[src/rtl/mem_bus_scheduler_if.sv]
// Requester-side and memory-side signals of the shared 16-bit memory bus.
// master = scheduler view, slave = requesters/memory view.
interface mem_bus_scheduler_if #(
  parameter int NUM_REQ = 3
);
  logic [NUM_REQ*19-1:0] req_m_addr;
  logic [NUM_REQ*16-1:0] req_m_data_out;
  logic [NUM_REQ-1:0]    req_m_access;
  logic [NUM_REQ-1:0]    req_m_wr_en;
  logic [NUM_REQ*2-1:0]  req_m_bytesel;
  logic [NUM_REQ-1:0]    req_m_lock;
  logic [15:0]           req_m_data_in;
  logic [NUM_REQ-1:0]    req_m_ack;
  logic [NUM_REQ-1:0]    req_m_err;
  logic [NUM_REQ-1:0]    grant;

  logic [18:0] q_m_addr;
  logic [15:0] q_m_data_in;
  logic [15:0] q_m_data_out;
  logic        q_m_access;
  logic        q_m_ack;
  logic        q_m_wr_en;
  logic [1:0]  q_m_bytesel;

  modport master (
    input  req_m_addr, req_m_data_out, req_m_access, req_m_wr_en, req_m_bytesel, req_m_lock,
    output req_m_data_in, req_m_ack, req_m_err, grant,
    output q_m_addr, q_m_data_out, q_m_access, q_m_wr_en, q_m_bytesel,
    input  q_m_data_in, q_m_ack
  );

  modport slave (
    output req_m_addr, req_m_data_out, req_m_access, req_m_wr_en, req_m_bytesel, req_m_lock,
    input  req_m_data_in, req_m_ack, req_m_err, grant,
    input  q_m_addr, q_m_data_out, q_m_access, q_m_wr_en, q_m_bytesel,
    output q_m_data_in, q_m_ack
  );
endinterface

[src/rtl/mem_bus_scheduler.sv]
// Round-robin owner selection for the shared memory bus, with a bus lock for
// read-modify-write sequences and an ack watchdog that aborts hung accesses.
module mem_bus_scheduler #(
  parameter int NUM_REQ        = 3,
  parameter int TIMEOUT_CYCLES = 255
) (
  input  logic                clk,
  input  logic                reset_n,
  mem_bus_scheduler_if.master bus
);
  localparam int              IW       = (NUM_REQ > 1) ? $clog2(NUM_REQ) : 1;
  localparam bit              WD_EN    = (TIMEOUT_CYCLES != 0);
  localparam int              WDW      = (TIMEOUT_CYCLES > 1) ? $clog2(TIMEOUT_CYCLES) : 1;
  localparam logic [WDW-1:0]  WD_LAST  = WD_EN ? WDW'(TIMEOUT_CYCLES - 1) : '0;
  localparam logic [IW-1:0]   LAST_IDX = IW'(NUM_REQ - 1);

  typedef enum logic {IDLE, BUSY} state_t;

  // Assertion is immediate; release is aligned to clk.
  logic [1:0] rst_sync_q;
  logic       rst_n;
  always_ff @(posedge clk or negedge reset_n) begin
    if (!reset_n) rst_sync_q <= '0;
    else          rst_sync_q <= {rst_sync_q[0], 1'b1};
  end
  assign rst_n = rst_sync_q[1];

  state_t               state_q, state_d;
  logic [IW-1:0]        owner_q, owner_d;
  logic [IW-1:0]        rr_ptr_q, rr_ptr_d;
  logic [NUM_REQ-1:0]   grant_q, grant_d;
  logic                 lock_valid_q, lock_valid_d;
  logic [IW-1:0]        lock_owner_q, lock_owner_d;
  logic [WDW-1:0]       wd_q, wd_d;

  logic                 busy, timeout, done, lock_hold, pick, rr_any;
  logic [IW-1:0]        rr_win, rr_idx, pick_idx;
  logic [NUM_REQ-1:0]   ack_c, err_c;

  assign busy      = (state_q == BUSY);
  assign timeout   = WD_EN && busy && !bus.q_m_ack && (wd_q == WD_LAST);
  assign done      = busy && (bus.q_m_ack || timeout);
  assign lock_hold = lock_valid_q && bus.req_m_lock[lock_owner_q];

  // Descending scan so the nearest requester after rr_ptr wins.
  always_comb begin
    rr_win = '0;
    rr_any = 1'b0;
    rr_idx = '0;
    for (int i = NUM_REQ; i >= 1; i--) begin
      rr_idx = IW'((int'(rr_ptr_q) + i) % NUM_REQ);
      if (bus.req_m_access[rr_idx]) begin
        rr_win = rr_idx;
        rr_any = 1'b1;
      end
    end
  end

  always_comb begin
    state_d      = state_q;
    owner_d      = owner_q;
    rr_ptr_d     = rr_ptr_q;
    grant_d      = grant_q;
    lock_valid_d = lock_valid_q;
    lock_owner_d = lock_owner_q;
    wd_d         = wd_q;
    ack_c        = '0;
    err_c        = '0;
    pick         = lock_hold ? bus.req_m_access[lock_owner_q] : rr_any;
    pick_idx     = lock_hold ? lock_owner_q : rr_win;
    case (state_q)
      IDLE: begin
        if (!lock_hold) lock_valid_d = 1'b0;
        if (pick) begin
          state_d = BUSY;
          owner_d = pick_idx;
          grant_d = NUM_REQ'(1) << pick_idx;
          wd_d    = '0;
        end
      end
      BUSY: begin
        if (done) begin
          ack_c[owner_q] = 1'b1;
          err_c[owner_q] = timeout;
          state_d        = IDLE;
          grant_d        = '0;
          rr_ptr_d       = owner_q;
          // An aborted access never keeps the lock.
          lock_valid_d   = bus.q_m_ack && bus.req_m_lock[owner_q];
          lock_owner_d   = owner_q;
        end else if (WD_EN) begin
          wd_d = wd_q + 1'b1;
        end
      end
    endcase
  end

  always_ff @(posedge clk or negedge rst_n) begin
    if (!rst_n) begin
      state_q      <= IDLE;
      owner_q      <= '0;
      rr_ptr_q     <= LAST_IDX;
      grant_q      <= '0;
      lock_valid_q <= 1'b0;
      lock_owner_q <= '0;
      wd_q         <= '0;
    end else begin
      state_q      <= state_d;
      owner_q      <= owner_d;
      rr_ptr_q     <= rr_ptr_d;
      grant_q      <= grant_d;
      lock_valid_q <= lock_valid_d;
      lock_owner_q <= lock_owner_d;
      wd_q         <= wd_d;
    end
  end

  logic [18:0] q_addr;
  logic [15:0] q_dout;
  logic        q_wr;
  logic [1:0]  q_bs;
  always_comb begin
    q_addr = '0;
    q_dout = '0;
    q_wr   = 1'b0;
    q_bs   = '0;
    for (int i = 0; i < NUM_REQ; i++) begin
      if (busy && owner_q == IW'(i)) begin
        q_addr = bus.req_m_addr[i*19 +: 19];
        q_dout = bus.req_m_data_out[i*16 +: 16];
        q_wr   = bus.req_m_wr_en[i];
        q_bs   = bus.req_m_bytesel[i*2 +: 2];
      end
    end
  end

  assign bus.q_m_access    = busy;
  assign bus.q_m_addr      = q_addr;
  assign bus.q_m_data_out  = q_dout;
  assign bus.q_m_wr_en     = q_wr;
  assign bus.q_m_bytesel   = q_bs;
  assign bus.req_m_ack     = ack_c;
  assign bus.req_m_err     = err_c;
  assign bus.grant         = grant_q;
  assign bus.req_m_data_in = timeout ? 16'h0000 : bus.q_m_data_in;
endmodule

[src/flat_wrapper.sv]
// flat-port wrapper written by rule: the top's interface ports become plain ports
module mem_bus_scheduler_flat 
#(
  parameter int NUM_REQ        = 3,
  parameter int TIMEOUT_CYCLES = 255
)
  (clk, reset_n, bus_req_m_addr, bus_req_m_data_out, bus_req_m_access, bus_req_m_wr_en, bus_req_m_bytesel, bus_req_m_lock, bus_req_m_data_in, bus_req_m_ack, bus_req_m_err, bus_grant, bus_q_m_addr, bus_q_m_data_out, bus_q_m_access, bus_q_m_wr_en, bus_q_m_bytesel, bus_q_m_data_in, bus_q_m_ack);
  mem_bus_scheduler_if #(.NUM_REQ(NUM_REQ)) bus_i ();
  input  logic clk;
  input  logic reset_n;
  input wire logic [$bits(bus_i.req_m_addr)-1:0] bus_req_m_addr;
  input wire logic [$bits(bus_i.req_m_data_out)-1:0] bus_req_m_data_out;
  input wire logic [$bits(bus_i.req_m_access)-1:0] bus_req_m_access;
  input wire logic [$bits(bus_i.req_m_wr_en)-1:0] bus_req_m_wr_en;
  input wire logic [$bits(bus_i.req_m_bytesel)-1:0] bus_req_m_bytesel;
  input wire logic [$bits(bus_i.req_m_lock)-1:0] bus_req_m_lock;
  output wire logic [$bits(bus_i.req_m_data_in)-1:0] bus_req_m_data_in;
  output wire logic [$bits(bus_i.req_m_ack)-1:0] bus_req_m_ack;
  output wire logic [$bits(bus_i.req_m_err)-1:0] bus_req_m_err;
  output wire logic [$bits(bus_i.grant)-1:0] bus_grant;
  output wire logic [$bits(bus_i.q_m_addr)-1:0] bus_q_m_addr;
  output wire logic [$bits(bus_i.q_m_data_out)-1:0] bus_q_m_data_out;
  output wire logic [$bits(bus_i.q_m_access)-1:0] bus_q_m_access;
  output wire logic [$bits(bus_i.q_m_wr_en)-1:0] bus_q_m_wr_en;
  output wire logic [$bits(bus_i.q_m_bytesel)-1:0] bus_q_m_bytesel;
  input wire logic [$bits(bus_i.q_m_data_in)-1:0] bus_q_m_data_in;
  input wire logic [$bits(bus_i.q_m_ack)-1:0] bus_q_m_ack;
  assign bus_i.req_m_addr = bus_req_m_addr;
  assign bus_i.req_m_data_out = bus_req_m_data_out;
  assign bus_i.req_m_access = bus_req_m_access;
  assign bus_i.req_m_wr_en = bus_req_m_wr_en;
  assign bus_i.req_m_bytesel = bus_req_m_bytesel;
  assign bus_i.req_m_lock = bus_req_m_lock;
  assign bus_req_m_data_in = bus_i.req_m_data_in;
  assign bus_req_m_ack = bus_i.req_m_ack;
  assign bus_req_m_err = bus_i.req_m_err;
  assign bus_grant = bus_i.grant;
  assign bus_q_m_addr = bus_i.q_m_addr;
  assign bus_q_m_data_out = bus_i.q_m_data_out;
  assign bus_q_m_access = bus_i.q_m_access;
  assign bus_q_m_wr_en = bus_i.q_m_wr_en;
  assign bus_q_m_bytesel = bus_i.q_m_bytesel;
  assign bus_i.q_m_data_in = bus_q_m_data_in;
  assign bus_i.q_m_ack = bus_q_m_ack;
  mem_bus_scheduler #(.NUM_REQ(NUM_REQ), .TIMEOUT_CYCLES(TIMEOUT_CYCLES)) u_core (.clk(clk), .reset_n(reset_n), .bus(bus_i));
endmodule
[config.mk]
export PLATFORM = sky130hd
export DESIGN_NAME = mem_bus_scheduler_flat
export DESIGN_NICKNAME = d
export VERILOG_FILES = /design/src/rtl/mem_bus_scheduler_if.sv /design/src/rtl/mem_bus_scheduler.sv /design/src/flat_wrapper.sv
export SDC_FILE = /design/constraint.sdc
export NUM_CORES = 1
export LEC_CHECK = 0
export ABC_AREA = 1
export BUFFER_PORTS_ARGS = -buffer_cell sky130_fd_sc_hd__buf_2
export CORE_MARGIN = 2
export CORE_UTILIZATION = 39
export CTS_CLUSTER_SIZE = 8
export DETAILED_ROUTE_END_ITERATION = 7
export GPL_TIMING_DRIVEN = 0
export PLACE_DENSITY = 0.83
export SETUP_SLACK_MARGIN = 0.4
export SYNTH_ARGS = -nofsm -noshare
export SYNTH_HDL_FRONTEND = slang
export SYNTH_SLANG_ARGS = --single-unit
[constraint.sdc]
create_clock -name clk -period 2 [get_ports clk]
set_input_delay 0.2 -clock clk [delete_from_list [all_inputs] [get_ports clk]]
set_output_delay 0.2 -clock clk [all_outputs]
set_load 0.02 [all_outputs]
==> results of run 1 <==
==> through the flow <==
| stage | util [%] | setup slack (ps) |
|---|---|---|
| detailed placement | 60.80 | 2.385 |
| CTS | 68.95 | 59.49 |
| global placement | 60.80 | 3.206 |
| floorplan | - | 337.7 |
==> routing by layer <==
layer	GRT usage (%)	overflow
met1	73.85	0
met3	62.22	0
met2	91.90	2
met4	75.76	0
met5	11.67	0
==> what timing repair did <==
item / CTS
pin swaps: 23
gates resized for setup: 80
hold endpoints to repair: 2
hold buffers: 1
gates cloned: 2
buffers inserted: 20
setup endpoints to repair: 75
==> kinds of logic after synthesis <==
| family | Yosys count |
|---|---|
| flops | 20 |
| other cells | 1 |
| compound gates | 18 |
| simple gates | 282 |
| buf+inv | 69 |
| fa+ha+maj | 6 |
| xor+xnor | 3 |
==> run metrics, run 1 <==
compound-gate portion of the synthesized area under 10%; post-synthesis mux area share 0%; XOR/XNOR Fraction of Synth Area 1.136%; worst setup endpoint GRT bus_req_m_ack[0]; Post-Syn Nets around 540; Synth top area share 22.28%; dpl hpwl 7.804 mm; gr usage total 75.03%; Stopped at 5_1_grt; Unique masters post-synth 32; Routability Congestion 0.9038; share of the yosys chip area belonging to registers 21.69%; Synth Area in Simple Gates between 50% and 60%; Die Y-Extent approximately 80 um; Syn Inst Count 399; Initial Utilization 39.78%; initial antenna violation count 5; Synth Register Bits 20; Worst EP kind top-level output; prevailing post-synth register cell dfrtp_1; GR Overflow Total 2; First Err [ERROR GRT-0232] Routing congestion too high. Check the congestion heatmap in the GUI.; most frequent cells after synthesis 103 x nand3_1, 95 x nand2_1, 39 x nand4_1; cell with the most instances after synthesis nand3_1; Avg Cell Area, Syn 5.798 um^2; Area contributors post-synth nand3_1 22%, dfrtp_1 21%, nand2_1 15%, nand4_1 11%, inv_1 5.8%; H-tree Lvls 1; Async SR Flop Fraction 100.0%; largest net degree at the start of global routing 19; cell type with the largest total area after synthesis nand3_1; Synth Cell Area 0.002313 mm^2; Ys Warns 0; adder-cell share of the synthesized area 3.245%; dpl cells around 680; EDFF count, synth 0; CTS root buf clkbuf_8; # IOs roughly 200; DP Area 0.003536 mm^2; main combinational cell family by area after synthesis simple AND/OR/NAND/NOR gates; CTS Buffer Depth 2; Die W roughly 81 um; outcome did not finish; Rows 28; CTS sink count 20; Port Buf Inserts 202; CTS Buf Count 3
==> run 2, diff against run 1 <==
CTS_CLUSTER_SIZE = default   (was 8)
PLACE_DENSITY = default   (was 0.83)
PLACE_DENSITY_LB_ADDON = 0.15   (was default)
SETUP_SLACK_MARGIN = default   (was 0.4)
==> run 2 against run 1 <==
  * The run now ends clean
  * Synthesized cell count is the same
  * Synthesized area is the same
==> run metrics, run 2 <==
outcome complete, no violations (was did not finish); DP Area 0.003418 mm^2 (was 0.003536 mm^2); fin. max-slew vios 0; Residual DRC 0; dpl hpwl 7.228 mm (was 7.804 mm); share of cells above drive strength 1 41.92%; Synth Register Bits 20 (unchanged); R2R setup slack about 170 ps; Initial Utilization 39.78% (unchanged); Routability Congestion 0.8860 (was 0.9038); Clock Latency Late Sink 260 ps; largest net degree at the start of global routing 19; share of the yosys chip area belonging to registers 21.69% (unchanged); vias in the first global route 2860; CTS sink count 20 (unchanged); Synth top area share 22.28% (unchanged); GR Overflow Total 0; Layout area overhead 57.54%; CTS Buf Count 3 (unchanged); via count of the routed design 3525; crit path time final 1946 ps; EDFF count, synth 0 (unchanged); Die Y-Extent 81.02 um (unchanged); initial antenna violation count 0; CTS Buffer Depth 2 (unchanged); multi-input logic area 0.001585 mm^2; Die W 81.02 um (unchanged); clock network power share 5.9%; cell type with the largest total area after synthesis nand3_1 (unchanged); Pint 1.962 mW; clock-pin slew on the worst setup and hold paths roughly 70 ps; first-pass GRT wire length 12.94 mm; final setup vio count 0; CORE AREA 0.005816 mm^2; Total Die Area 0.006564 mm^2; gr usage total 24.27%; number of max-cap violations 0; prevailing post-synth register cell dfrtp_1 (unchanged); routed len/inst about 13 um; ANT nets after route 0; Fmax achieved 513.8 MHz; DRT Pass-1 Iters 5; Reg area a little over 500 um^2; CP Max Fanout 6; fin crit share 97.31%; switching share of power 57.74%; WP data arrival 1750 ps; H-tree Lvls 1 (unchanged); Routed WL 8.907 mm; vias per inst 5.124; Rows 28 (unchanged); Port Buf Inserts 202 (unchanged); Fin Hold WS 257.2 ps; Unique masters post-synth 32 (unchanged); Ys Warns 0 (unchanged); setup skew after layout 1.005 ps; Nets roughly 760; Initial DRC Count 153; CP startpoint kind flop; Post-Syn Nets 544 (unchanged); final instance area around 0.0036 mm^2; # fillers roughly 570; Area contributors post-synth nand3_1 22%, dfrtp_1 21%, nand2_1 15%, nand4_1 11%, inv_1 5.8% (unchanged); Critical Path RT 1800 ps; cell with the most instances after synthesis nand3_1 (unchanged); transition time at the pin with the least slew margin approximately 740 ps; most common cell after layout, fill and taps aside buf_2; WS Path Type flop to output pin; most frequent cells after synthesis 103 x nand3_1, 95 x nand2_1, 39 x nand4_1 (unchanged); sw power 2.680 mW; total negative slack 0 ps; Syn Inst Count 399 (unchanged); Setup crit end kind output pin; most frequent cells in the layout 200 x buf_2, 103 x nand3_1, 93 x nand2_1; RSZ-0062 raised after global routing yes; Leakage 2.162 nW; Pwr per Cell Area 1273 mW/mm^2; max reg flops 8; power share of the sequential group approximately 14%; Async SR Flop Fraction 100.0% (unchanged); R2R depth 11; Most flops, register u_core.wd_q; CTS tree built; CTS root buf clkbuf_8 (unchanged); maximum VDD drop 0.6981 mV; # IOs 203 (unchanged); Avg Cell Area, Syn 5.798 um^2 (unchanged); Synth Cell Area 0.002313 mm^2 (unchanged); combinational power share approximately four fifths; final hold vios 0; Antenna diodes 0; dpl cells 676 (unchanged); Min-Delay Path Class primary input to async pin; filler-free cell count of the finished design 688; headroom to the max-slew limit slightly above 50%
==> run 2: cell counts after synthesis <==
No cell type changed its count.
==> run 2: routing by layer <==
layer	up-vias	share of wire (%)	GRT usage, %
li1	1778	-	-
met1	1591	41	30.70
met2	147	50	44.71
met3	9	7.8	4.000
met4	0	0.66	2.203
met5	-	0	0
==> run 2: kinds of logic after synthesis <==
group	count (synthesis)	share of synthesized area [%]
AOI/OAI and AO/OA	18	4.381
xor gates and xnor gates	3	1.136
adders and majority gates	6	3.245
buffers and inverters	69	12.11
DFF	20	21.69
other	1	0.1621
and+or+nand+nor	282	57.27
==> run 2: critical path: stages, from the launching register on <==
cell     delay [ps]
dfrtp_1         360
buf_6           130
inv_4            40
or2_4           250
nor2_4          120
nand2_4          90
nand2_4         130
inv_6            60
nor3_2          120
buf_4           180
==> run 2: path summary, 6_finish.rpt <==
path	from	to
max	u_core.bus.q_m_access$_DFF_PN0_	bus_req_m_ack[2]
min	reset_n	u_core.rst_sync_q[0]$_DFF_PN0_
max reg2reg	u_core.lock_owner_q[0]$_DFFE_PN0P_	u_core.wd_q[5]$_DFFE_PN0P_
min reg2reg	u_core.rst_sync_q[1]$_DFF_PN0_	u_core.wd_q[3]$_DFFE_PN0P_
max in group asynchronous	u_core.rst_sync_q[1]$_DFF_PN0_	u_core.lock_owner_q[0]$_DFFE_PN0P_
min in group clk	bus_req_m_lock[2]	u_core.lock_valid_q$_DFFE_PN0P_
==> run 2: per-stage QoR <==
step,worst slack (ps),total power [mW],util (%)
finish,53.84,4.641,62.67
global route,-91.59,5.039,62.67
CTS,3.657,4.495,61.02
detailed placement,-170.0,4.071,58.78
global placement,-100.9,4.011,58.78
floorplan,-17.06,2.982,-
==> run 2: cell type report <==
| cell class | count | share of cell area [%] |
|---|---|---|
| multi-input combinational | 310 | 43.49 |
| timing repair buffer | 212 | 30.24 |
| sequential | 20 | 13.83 |
| inverter | 40 | 4.497 |
| buffer | 27 | 4.119 |
| tap | 75 | 2.575 |
| clock buffer | 4 | 1.236 |
==> run 2: timing repair <==
item | CTS | global route
pin swaps | 0 | 2
hold endpoints to repair | 2 | 0
buffers inserted | 2 | 7
hold buffers | 1 | 0
resized for setup | 26 | 22
endpoints found under the setup margin | 57 | 38
==> run 2: power by group through the flow <==
stage / clock network (mW) / registers [mW] / logic [mW]
CTS: 0.281 / 0.638 / 3.58
detailed placement: 0 / 0.639 / 3.43
finish: 0.274 / 0.649 / 3.72
global placement: 0 / 0.635 / 3.38
global route: 0.302 / 0.668 / 4.07
floorplan: 0 / 0.655 / 2.33
(Power assumes the default switching activity.)
